===== config.mk =====
export PLATFORM = sky130hd
export DESIGN_NAME = corevx_ptw
export DESIGN_NICKNAME = d
export VERILOG_FILES = /design/src/rtl/corevx_ptw_pkg.sv /design/src/rtl/corevx_ptw.sv
export SDC_FILE = /design/constraint.sdc
export NUM_CORES = 1
export LEC_CHECK = 0
export ABC_CLOCK_PERIOD_IN_PS = 1900
export CAP_MARGIN = 10
export CORE_ASPECT_RATIO = 2
export CORE_MARGIN = 2
export CORE_UTILIZATION = 43
export DETAILED_ROUTE_END_ITERATION = 8
export HOLD_SLACK_MARGIN = 0.15
export PLACE_DENSITY = 0.83
export SYNTH_ARGS = -nofsm -noshare
export SYNTH_HDL_FRONTEND = slang
export SYNTH_SLANG_ARGS = --single-unit

===== constraint.sdc =====
create_clock -name clk -period 1.9 [get_ports clk]
set_input_delay 0.19 -clock clk [delete_from_list [all_inputs] [get_ports clk]]
set_output_delay 0.19 -clock clk [all_outputs]
set_load 0.02 [all_outputs]

===== src/rtl/corevx_ptw_pkg.sv =====
// Shared definitions for the corevx Sv32 page-table walker: state encoding,
// PTE bit positions, bus response codes and the PTE address helper.
package corevx_ptw_pkg;

    localparam int VPN_W = 20;
    localparam int PPN_W = 22;
    localparam int PA_W  = 34;

    typedef enum logic [1:0] {
        ST_IDLE      = 2'd0,
        ST_ISSUE     = 2'd1,
        ST_WAIT_DATA = 2'd2,
        ST_DONE      = 2'd3
    } ptw_state_t;

    // PTE flag positions; the accesstag is PTE[PTE_D:PTE_V] unchanged.
    localparam int PTE_V = 0;
    localparam int PTE_R = 1;
    localparam int PTE_W = 2;
    localparam int PTE_X = 3;
    localparam int PTE_D = 7;

    localparam logic [1:0] RESP_OKAY = 2'b00;

    function automatic logic [PA_W-1:0] pte_address(input logic [PPN_W-1:0] table_ppn,
                                                    input logic [VPN_W-1:0] vpn,
                                                    input logic             level);
        return {table_ppn, (level ? vpn[19:10] : vpn[9:0]), 2'b00};
    endfunction

endpackage


===== src/rtl/corevx_ptw.sv =====
// Sv32 page-table walker: fetches up to two PTEs over Avalon-MM and returns
// the leaf PPN with its accesstag, a pagefault or an accessfault.
module corevx_ptw
    import corevx_ptw_pkg::*;
(
    input  logic                clk,
    input  logic                rst_n,
    input  logic                resolve_request,
    input  logic [VPN_W-1:0]    resolve_virtual_address,
    input  logic [PPN_W-1:0]    satp_ppn,
    output logic                resolve_done,
    output logic                resolve_pagefault,
    output logic                resolve_accessfault,
    output logic [PPN_W-1:0]    resolve_physical_address,
    output logic [7:0]          resolve_access_bits,
    output logic [PA_W-1:0]     avl_address,
    output logic                avl_read,
    input  logic                avl_waitrequest,
    input  logic                avl_readdatavalid,
    input  logic [31:0]         avl_readdata,
    input  logic [1:0]          avl_response
);

    ptw_state_t         state;
    logic               level;
    logic [PPN_W-1:0]   table_ppn;
    logic [VPN_W-1:0]   vpn;

    logic [31:0]        pte;
    logic               pte_invalid;
    logic               pte_leaf;
    logic               megapage_misaligned;
    logic               unused_rsw;

    assign pte                 = avl_readdata;
    assign pte_invalid         = !pte[PTE_V] || (!pte[PTE_R] && pte[PTE_W]);
    assign pte_leaf            = pte[PTE_R] | pte[PTE_X];
    assign megapage_misaligned = level && (pte[19:10] != 10'd0);
    // The software-reserved RSW bits carry no meaning for the walk.
    assign unused_rsw          = ^pte[9:8];

    always_ff @(posedge clk or negedge rst_n) begin
        if (!rst_n) begin
            state                    <= ST_IDLE;
            level                    <= 1'b0;
            table_ppn                <= '0;
            vpn                      <= '0;
            resolve_done             <= 1'b0;
            resolve_pagefault        <= 1'b0;
            resolve_accessfault      <= 1'b0;
            resolve_physical_address <= '0;
            resolve_access_bits      <= '0;
            avl_address              <= '0;
            avl_read                 <= 1'b0;
        end else begin
            case (state)
                ST_IDLE: begin
                    if (resolve_request) begin
                        vpn         <= resolve_virtual_address;
                        table_ppn   <= satp_ppn;
                        level       <= 1'b1;
                        avl_read    <= 1'b1;
                        avl_address <= pte_address(satp_ppn, resolve_virtual_address, 1'b1);
                        state       <= ST_ISSUE;
                    end
                end

                ST_ISSUE: begin
                    if (!avl_waitrequest) begin
                        avl_read <= 1'b0;
                        state    <= ST_WAIT_DATA;
                    end
                end

                ST_WAIT_DATA: begin
                    if (avl_readdatavalid) begin
                        if (avl_response != RESP_OKAY) begin
                            resolve_accessfault      <= 1'b1;
                            resolve_physical_address <= '0;
                            resolve_access_bits      <= '0;
                            resolve_done             <= 1'b1;
                            state                    <= ST_DONE;
                        end else if (pte_invalid || (pte_leaf && megapage_misaligned) ||
                                     (!pte_leaf && !level)) begin
                            resolve_pagefault        <= 1'b1;
                            resolve_physical_address <= '0;
                            resolve_access_bits      <= '0;
                            resolve_done             <= 1'b1;
                            state                    <= ST_DONE;
                        end else if (pte_leaf) begin
                            // Megapage leaves take the low VPN straight through as PPN[9:0].
                            resolve_physical_address <= level ? {pte[31:20], vpn[9:0]} : pte[31:10];
                            resolve_access_bits      <= pte[PTE_D:PTE_V];
                            resolve_done             <= 1'b1;
                            state                    <= ST_DONE;
                        end else begin
                            level       <= 1'b0;
                            table_ppn   <= pte[31:10];
                            avl_read    <= 1'b1;
                            avl_address <= pte_address(pte[31:10], vpn, 1'b0);
                            state       <= ST_ISSUE;
                        end
                    end
                end

                ST_DONE: begin
                    resolve_done             <= 1'b0;
                    resolve_pagefault        <= 1'b0;
                    resolve_accessfault      <= 1'b0;
                    resolve_physical_address <= '0;
                    resolve_access_bits      <= '0;
                    state                    <= ST_IDLE;
                end

                default: state <= ST_IDLE;
            endcase
        end
    end

endmodule


==> metrics.csv, run 1 <==
metric,value,unit
syn-mean-instance-area,13.2,µm²
cts_sinks,79,
finClkSkew,6.94,ps
post_cts_buffers,0,
post-place-cells,508,
crit_type,in2reg,
n_fill_cell,589,
synth-async-reset-ratio,1.00,
timing.fmax,594,MHz
clk_pin_slew,60,ps
slowest_stage,clkdlybuf4s50_1,
yosysSeqAreaShare,0.562,
first_pass_iters,4,
layout_common_cells,"143 x clkdlybuf4s50_1, 79 x dfrtp_1, 34 x o21a_1, 33 x o22a_1, 28 x a32o_1",
clock_latency,330,ps
cts_tree,built,
dieArea,8960,µm²
final_common_cell,clkdlybuf4s50_1,
ctsHoldBuffers,1,
startpoint_type,input port,
synth_cell_type_count,36,
io_buffers,144,
fin_cells,526,
routedWlPerCell,19.7,µm
die_y,132,µm
cts_root_buffer,clkbuf_16,
post-route-min-period,1680,ps
synth_largest_area_cell,dfrtp_1,
cts_buffer_depth,2,
netlist_top_cells_area,"dfrtp_1 56%, o22a_1 8.2%, a32o_1 8.0%, o21a_1 7.3%, mux2_1 3.2%",
critPathArrivalTime,1950,ps
synth_edf_count,0,
ir_drop,0.000976,V
grt_overflow,0,
synth_cells,266,
crit_fanout,18,
via_per_inst,5.59,
synth_area,3510,µm²
setup_viol,0,
route.vias.total,2942,
cts_max_level,3,
finalNetCount,505,
crit_path_frequent_cell,buf_4,
crit_chain,clkdlybuf4s50_1 > nor4_1 > buf_4 > nand3_1 > o21ai_2 > buf_4 > a32o_1,
status,finished clean,
netlist.area_leader.share,0.562,
synthFlopType,dfrtp_1,
fin_util,0.692,
setup-tns-final,0,ps
ios,149,
first_global_vias,3226,
end_kind,register,
grt_max_degree,46,
layout-drive-gt1-share,0.145,
place_congestion,0.879,
initial_utilization,0.443,
cts_resized,0,
core_area,7940,µm²
hpwl,7810,µm
antenna_left,0,
first_iter_violations,204,
cellLeakagePower,2.20,nW
report.final.slew_viol_count,0,
rr_worst_depth,6,
critPathMaxStageDelay,430,ps
fin_crit_sh,0.886,
cp_data_required_time,2170,ps
drc,0,
max_cap_violations,0,
wl,10300,µm
track_usage,0.247,
grt_pass1_wl,16400,µm
cts-buffers-inserted,9,
area_delta_synth_final,56.4,%
ys_ff_latch,79,
ys_warn_count,0,
rows,46,
antenna_found_initial,1,
rrSetupSlack,330,ps
powerDensity,1310,nW/µm²
hold_viol_final,0,
hp-class,in2async,
rsz0062_at_grt,false,
dieWidth,67.9,µm
[kinds of logic after synthesis]
| logic type | count (synthesis) | synth area share |
|---|---|---|
| AO/OA/AOI/OAI | 113 | 0.269 |
| flip-flops | 79 | 0.562 |
| buffers and inverters | 27 | 0.0538 |
| AND/OR/NAND/NOR | 26 | 0.0495 |
| multiplexers | 20 | 0.0641 |
| other | 1 | 0.00107 |
[area by class of cell]
type                            instances  area (µm²)  area share
Inverter                                2        7.51     0.00137
Antenna cell                            1        2.50    0.000455
Clock buffer                           11         243      0.0442
Timing Repair Buffer                  171        1710       0.310
Clock inverter                          5        81.3      0.0148
Tap cell                               96         120      0.0219
Sequential cell                        79        1980       0.360
Multi-Input combinational cell        161        1360       0.247
[synth_stat cells (all sizes together), types with 2 or more instances]
master,number
nand4,2
inv,2
o21a,34
nand2b,2
nand3,3
mux2,20
nand2,7
a21oi,3
o21ai,9
nor2,4
and2,2
a32o,28
dfrtp,79
buf,24
nor4,2
nor2b,2
o22a,33
[flip-flops by register name, summed over array words and instances, names as in the netlist]
register	cells
avl_address	32
avl_read	1
level	1
resolve_access_bits	8
resolve_accessfault	1
resolve_done	1
resolve_pagefault	1
resolve_physical_address	22
state	2
vpn	10
[per-stage QoR]
step	power [W]	area [µm²]	setup WS [ps]	hold WS, ps
6_report	0.00720	5500	216	373
5_1_grt	0.00756	5500	81.1	411
4_1_cts	0.00727	5490	193	382
3_5_place_dp	0.00540	5160	-152	174
3_3_place_gp	0.00530	5160	-150	167
2_1_floorplan	0.00404	3520	409	-106
[where the power goes]
group | internal [W] | switching, W | leakage, nW
Clock | 0.00119 | 0.000657 | 0.156
Combinational | 0.00149 | 0.00135 | 1.08
Sequential | 0.00220 | 0.000313 | 0.969
Total | 0.00488 | 0.00232 | 2.20
[worst paths after layout]
kind | end | startpoint
min reg2reg | avl_address[17] | avl_address[17]
max in group asynchronous | vpn[4] | rst_n
max | resolve_physical_address[13] | avl_readdata[17]
min in group clk | vpn[1] | resolve_virtual_address[1]
max reg2reg | avl_address[22] | state[0]
min | avl_address[33] | rst_n
[critical path: cells and delay by family]
kind            cells  cell delay (ps)
simple gates        2              520
buf+inv             3              860
compound gates      2              380
[per-layer routing]
layer,routed length [µm],vias up,global-route usage
met5,0,-,0
met4,567,0,0.157
met3,504,34,0.0538
met2,5810,109,0.427
met1,3470,1452,0.256
li1,-,1347,-
Power figures use the tool's default switching activity.
==> inputs of run 2 (changes only) <==
--- a/config.mk
+++ b/config.mk
@@ -5,14 +5,15 @@
 export SDC_FILE = /design/constraint.sdc
 export NUM_CORES = 1
 export LEC_CHECK = 0
-export ABC_CLOCK_PERIOD_IN_PS = 1900
+export ABC_CLOCK_PERIOD_IN_PS = 2000
 export CAP_MARGIN = 10
 export CORE_ASPECT_RATIO = 2
 export CORE_MARGIN = 2
-export CORE_UTILIZATION = 43
+export CORE_UTILIZATION = 46
+export CTS_CLUSTER_SIZE = 12
 export DETAILED_ROUTE_END_ITERATION = 8
 export HOLD_SLACK_MARGIN = 0.15
-export PLACE_DENSITY = 0.83
+export PLACE_DENSITY = 0.88
 export SYNTH_ARGS = -nofsm -noshare
 export SYNTH_HDL_FRONTEND = slang
 export SYNTH_SLANG_ARGS = --single-unit
==> constraint.sdc (replaced) <==
create_clock -name clk -period 2 [get_ports clk]
set_input_delay 0.2 -clock clk [delete_from_list [all_inputs] [get_ports clk]]
set_output_delay 0.2 -clock clk [all_outputs]
set_load 0.02 [all_outputs]
==> metrics.csv, run 2 (same netlist as run 1, synthesis figures left out) <==
metric,value,unit,change
status,finished clean,,
worst_slew_pin_slew,955,ps,
layout_common_cells,"143 x clkdlybuf4s50_1, 79 x dfrtp_1, 34 x o21a_1, 33 x o22a_1, 28 x a32o_1",,
cp_data_required_time,2260,ps,+90 ps
largest_reg_flops,32,,unchanged
antenna_left,0,,unchanged
top_register,avl_address,,
hpwl,7090,µm,-9.2%
post_cts_buffers,0,,unchanged
hp-start,resolve_virtual_address[3],,
comb_power_share,0.402,,+0.006
dieArea,8400,µm²,-6.2%
critPathLaunch,avl_readdata[12],,
max_cap_violations,0,,unchanged
n_fill_cell,500,,-15%
rrSetupSlack,410,ps,+80 ps
antenna_found_initial,0,,-1
rr_worst_depth,4,,-2
cts_root_buffer,clkbuf_16,,
post-route-min-period,1620,ps,
place_congestion,0.851,,-3.2%
via_per_inst,5.84,,+4.3%
clock_latency,330,ps,about the same
diodes,0,,-1
critPathMaxStageDelay,500,ps,+70 ps
initial_utilization,0.469,,+0.0268
track_usage,0.242,,-0.00532
post-place-cells,495,,-2.6%
total_power,0.00649,W,-9.8%
report.final.slew_viol_count,0,,unchanged
holdPathStages,2,,
power_frac_seq,0.372,,+0.023
multi_input_area,1360,µm²,unchanged
grt_overflow,0,,unchanged
fin_cells,510,,-3.0%
setup-tns-final,0,ps,unchanged
finClkSkew,4.45,ps,-2.49 ps
whs,458,ps,+84.9 ps
seq_area,1980,µm²,unchanged
drc,0,,unchanged
cts-buffers-inserted,9,,unchanged
rows,45,,-2.2%
end_kind,register,,
hp-class,in2reg,,
p_sw_frac,0.330,,+0.00779
fin_crit_sh,0.809,,
setup_viol,0,,unchanged
finalNetCount,494,,-2.2%
final_common_cell,clkdlybuf4s50_1,,
startpoint_type,input port,,
crit_type,in2reg,,
cts_sinks,79,,unchanged
powerDensity,1220,nW/µm²,-6.9%
dieWidth,65.8,µm,-3.1%
first_global_vias,3184,,-1.3%
ir_drop,0.000893,V,-8.5%
slowest_stage,clkdlybuf4s50_1,,
ios,149,,unchanged
crit_fanout,22,,+4
cts_tree,built,,
clk_pin_slew,50,ps,about the same
die_y,128,µm,-3.2%
whs_endpoint,vpn[3],,
grt_max_degree,80,,+74%
cts_max_level,3,,unchanged
rsz0062_at_grt,false,,
core_area,7490,µm²,-5.7%
p_int,0.00435,W,-11%
power.share.clock,0.225,,-0.031
timing.fmax,618,MHz,
relSlewSlack,0.363,,
grt_pass1_wl,15600,µm,-4.9%
r2r_start,state[0],,
critPathArrivalTime,1880,ps,-70 ps
reg_top3,"avl_address: 32 flops, resolve_physical_address: 22 flops, vpn: 10 flops",,
first_iter_violations,151,,-26%
io_buffers,144,,unchanged
area_delta_synth_final,51.5,%,
r2r_end,vpn[6],,
p_sw,0.00215,W,-7.7%
first_pass_iters,5,,+1
crit_chain,clkdlybuf4s50_1 > nor4_1 > nand3_1 > o21ai_2 > buf_12 > a32o_1,,
routedWlPerCell,18.8,µm,-4.3%
hold_viol_final,0,,unchanged
cellLeakagePower,2.12,nW,-4.0%
wl,9600,µm,-7.2%
layout-drive-gt1-share,0.115,,-0.0291
route.vias.total,2976,,+1.2%
cts_buffer_depth,2,,unchanged
[run 2: cell types whose count changed in the layout (fill, tap and decap cells not counted), sizes merged]
| cell | delta |
|---|---|
| buf | -11 |
| bufinv | -2 |
| diode | -1 |
| clkinv | -1 |
| clkinvlp | -1 |
| clkbuf | +2 |
[run 2: repair_timing]
action	4_1_cts	5_1_grt
hold endpoints to repair	79	0
gates resized for setup	0	0
hold buffers	1	0
[run 2: worst max-delay path by stage]
stage | endpoint | slack, ps | depth (start not counted)
floorplan | resolve_physical_address[3] | 510 | 4
global placement | resolve_access_bits[4] | 90 | 6
detailed placement | resolve_physical_address[12] | 30 | 6
CTS | resolve_physical_address[15] | 360 | 6
global route | avl_address[2] | 310 | 5
finish | resolve_physical_address[11] | 380 | 6
[run 2: per-stage QoR]
stage / utilization / instance area, µm² / worst slack, ps
finish: 0.711 / 5330 / 382
global route: 0.711 / 5330 / 308
CTS: 0.711 / 5330 / 365
detailed placement: 0.674 / 5050 / 31.2
global placement: 0.674 / 5050 / 86.0
floorplan: - / 3520 / 509
[run 2: power groups by stage]
stage	Clock [W]	Combinational [W]	Sequential (W)
after floorplan	0	0.00104	0.00280
after global placement	0	0.00254	0.00241
after detailed placement	0	0.00262	0.00244
after CTS	0.00149	0.00264	0.00242
after global routing	0.00156	0.00280	0.00248
final	0.00146	0.00261	0.00242
[run 2: cell type report]
cell class / count / area share
multi-input cells: 161 / 0.255
clock buffers: 13 / 0.0489
repair buffers: 160 / 0.300
well taps: 94 / 0.0221
inverters: 2 / 0.00141
clock inverters: 1 / 0.000940
flip-flops and latches: 79 / 0.371
[run 2: per-layer routing]
metal	wire (µm)	global-route usage	up-vias
li1	-	-	1321
met1	3880	0.303	1495
met2	4670	0.396	150
met3	932	0.0792	10
met4	113	0.0711	0
met5	0	0	-
[run 2: worst max-delay path: cells and delay by family]
family | cells | cell delay, ps
buf+inv | 2 | 690
simple gates | 2 | 570
compound gates | 2 | 420
==> inputs of run 3 (changes only) <==
--- a/config.mk
+++ b/config.mk
@@ -5,15 +5,15 @@
 export SDC_FILE = /design/constraint.sdc
 export NUM_CORES = 1
 export LEC_CHECK = 0
-export ABC_CLOCK_PERIOD_IN_PS = 2000
+export ABC_CLOCK_PERIOD_IN_PS = 1500
 export CAP_MARGIN = 10
 export CORE_ASPECT_RATIO = 2
 export CORE_MARGIN = 2
-export CORE_UTILIZATION = 46
+export CORE_UTILIZATION = 43
 export CTS_CLUSTER_SIZE = 12
 export DETAILED_ROUTE_END_ITERATION = 8
 export HOLD_SLACK_MARGIN = 0.15
-export PLACE_DENSITY = 0.88
+export PLACE_DENSITY = 0.83
 export SYNTH_ARGS = -nofsm -noshare
 export SYNTH_HDL_FRONTEND = slang
 export SYNTH_SLANG_ARGS = --single-unit
==> constraint.sdc (replaced) <==
create_clock -name clk -period 1.5 [get_ports clk]
set_input_delay 0.15 -clock clk [delete_from_list [all_inputs] [get_ports clk]]
set_output_delay 0.15 -clock clk [all_outputs]
set_load 0.02 [all_outputs]
==> metrics.csv, run 3 (same netlist as run 1, synthesis figures left out) <==
metric,value,unit,change
status,finished clean,,
rr_worst_depth,5,,+1
cts_root_buffer,clkbuf_16,,
layout-drive-gt1-share,0.195,,+0.0792
ios,149,,unchanged
crit_type,reg2out,,
via_per_inst,5.71,,-2.1%
power_frac_seq,0.343,,-0.029
rsz0062_at_grt,true,,
place_congestion,0.907,,+6.7%
fin_crit_sh,0.990,,
grt_overflow,0,,unchanged
grt_max_degree,35,,-56%
critPathMaxStageDelay,650,ps,+150 ps
clock_latency,340,ps,about the same
p_sw,0.00311,W,+45%
reg_top3,"avl_address: 32 flops, resolve_physical_address: 22 flops, vpn: 10 flops",,
r2r_end,avl_address[10],,
area_delta_synth_final,64.0,%,
powerDensity,1620,nW/µm²,+33%
setup_viol,0,,unchanged
crit_chain,clkdlybuf4s50_1,,
cts_max_level,3,,unchanged
dieArea,8960,µm²,+6.6%
finClkSkew,7.61,ps,+3.16 ps
route.vias.total,3120,,+4.8%
report.final.slew_viol_count,0,,unchanged
rrSetupSlack,10,ps,-400 ps
post-route-min-period,1490,ps,
largest_reg_flops,32,,unchanged
rows,46,,+2.2%
r2r_start,state[1],,
routedWlPerCell,20.9,µm,+11%
cts_buffer_depth,2,,unchanged
track_usage,0.267,,+0.0248
antenna_left,0,,unchanged
clk_pin_slew,60,ps,about the same
first_iter_violations,172,,+14%
layout_common_cells,"127 x clkdlybuf4s50_1, 78 x dfrtp_1, 34 x o21a_1, 33 x o22a_1, 32 x buf_4",,
crit_fanout,2,,-91%
io_buffers,144,,unchanged
cp_data_required_time,1350,ps,-910 ps
p_sw_frac,0.332,,+0.00164
comb_power_share,0.401,,about the same
antenna_found_initial,3,,+3
initial_utilization,0.443,,-0.0268
hpwl,8200,µm,+16%
n_fill_cell,553,,+11%
dieWidth,67.9,µm,+3.2%
cts-buffers-inserted,9,,unchanged
top_register,avl_address,,
grt_pass1_wl,17400,µm,+12%
cts_sinks,79,,unchanged
cellLeakagePower,2.45,nW,+16%
wl,11400,µm,+19%
critPathArrivalTime,1340,ps,-540 ps
max_cap_violations,0,,unchanged
hp-class,in2async,,
finalNetCount,523,,+5.9%
timing.fmax,673,MHz,
slowest_stage,clkdlybuf4s50_1,,
first_global_vias,3322,,+4.3%
first_pass_iters,4,,-1
end_kind,output pin,,
final_common_cell,clkdlybuf4s50_1,,
cpLargestDelayFamily,buffers and inverters,,
die_y,132,µm,+3.3%
startpoint_type,register,,
setup_slack,14.5,ps,-367 ps
p_int,0.00625,W,+44%
fin_util,0.726,,+0.0148
hold_viol_final,0,,unchanged
power.share.clock,0.256,,+0.031
drc,0,,unchanged
cts_tree,built,,
dpl_worst_slack,-564,ps,-596 ps
ir_drop,0.000986,V,+10%
total_power,0.00936,W,+44%
crit_buf_inv,1,,-1
core_area,7940,µm²,+6.1%
-- run 3: how the worst max path moves through the flow --
stage / start / end / slack, ps / depth (start not counted)
floorplan: level / resolve_physical_address[3] / 9 / 4
CTS: resolve_physical_address[14] / resolve_physical_address[14] / 1 / 1
global route: state[1] / avl_address[10] / -20 / 5
finish: resolve_physical_address[7] / resolve_physical_address[7] / 10 / 1
detailed placement: avl_readdata[17] / resolve_access_bits[5] / -560 / 7
global placement: avl_readdata[17] / resolve_physical_address[3] / -540 / 7
-- run 3: cell type report --
type                    instances  area, µm²  share of cell area
diodes                          3       7.51             0.00130
clock buffers                  10        239              0.0414
clock inverters                 6       92.6              0.0161
inverters                       2       7.51             0.00130
multi-input cells             161       1430               0.248
flip-flops and latches         79       1980               0.343
well taps                      96        120              0.0208
repair buffers                189       1890               0.328
-- run 3: power by group through the flow --
stage               Sequential [W]  Clock (W)  Combinational [W]
finish                     0.00321    0.00240            0.00375
global route               0.00327    0.00249            0.00399
floorplan                  0.00373          0            0.00138
CTS                        0.00321    0.00244            0.00377
global placement           0.00320          0            0.00363
detailed placement         0.00323          0            0.00371
-- run 3: repair_timing --
action,4_1_cts,5_1_grt
endpoints found under the hold margin,79,0
buffers inserted,0,1
cloned,2,0
pin swaps,2,2
gates resized for setup,21,16
endpoints found under the setup margin,33,64
hold buffers,1,0
-- run 3: through the flow --
| step | hold slack, ps | setup TNS [ps] | area, µm² | cells |
|---|---|---|---|---|
| after floorplan | -146 | 0 | 3520 | 267 |
| after global placement | 94.0 | -25460 | 5270 | 523 |
| after detailed placement | 103 | -27950 | 5270 | 523 |
| after CTS | 287 | 0 | 5700 | 542 |
| after global routing | 290 | -128 | 5770 | 546 |
| final | 288 | 0 | 5770 | 546 |
-- run 3: layer usage --
layer | vias to the layer above | track usage | wire length (µm)
li1 | 1391 | - | -
met1 | 1569 | 0.274 | 3790
met2 | 122 | 0.464 | 6510
met3 | 38 | 0.0512 | 501
met4 | 0 | 0.173 | 629
met5 | - | 0 | 0
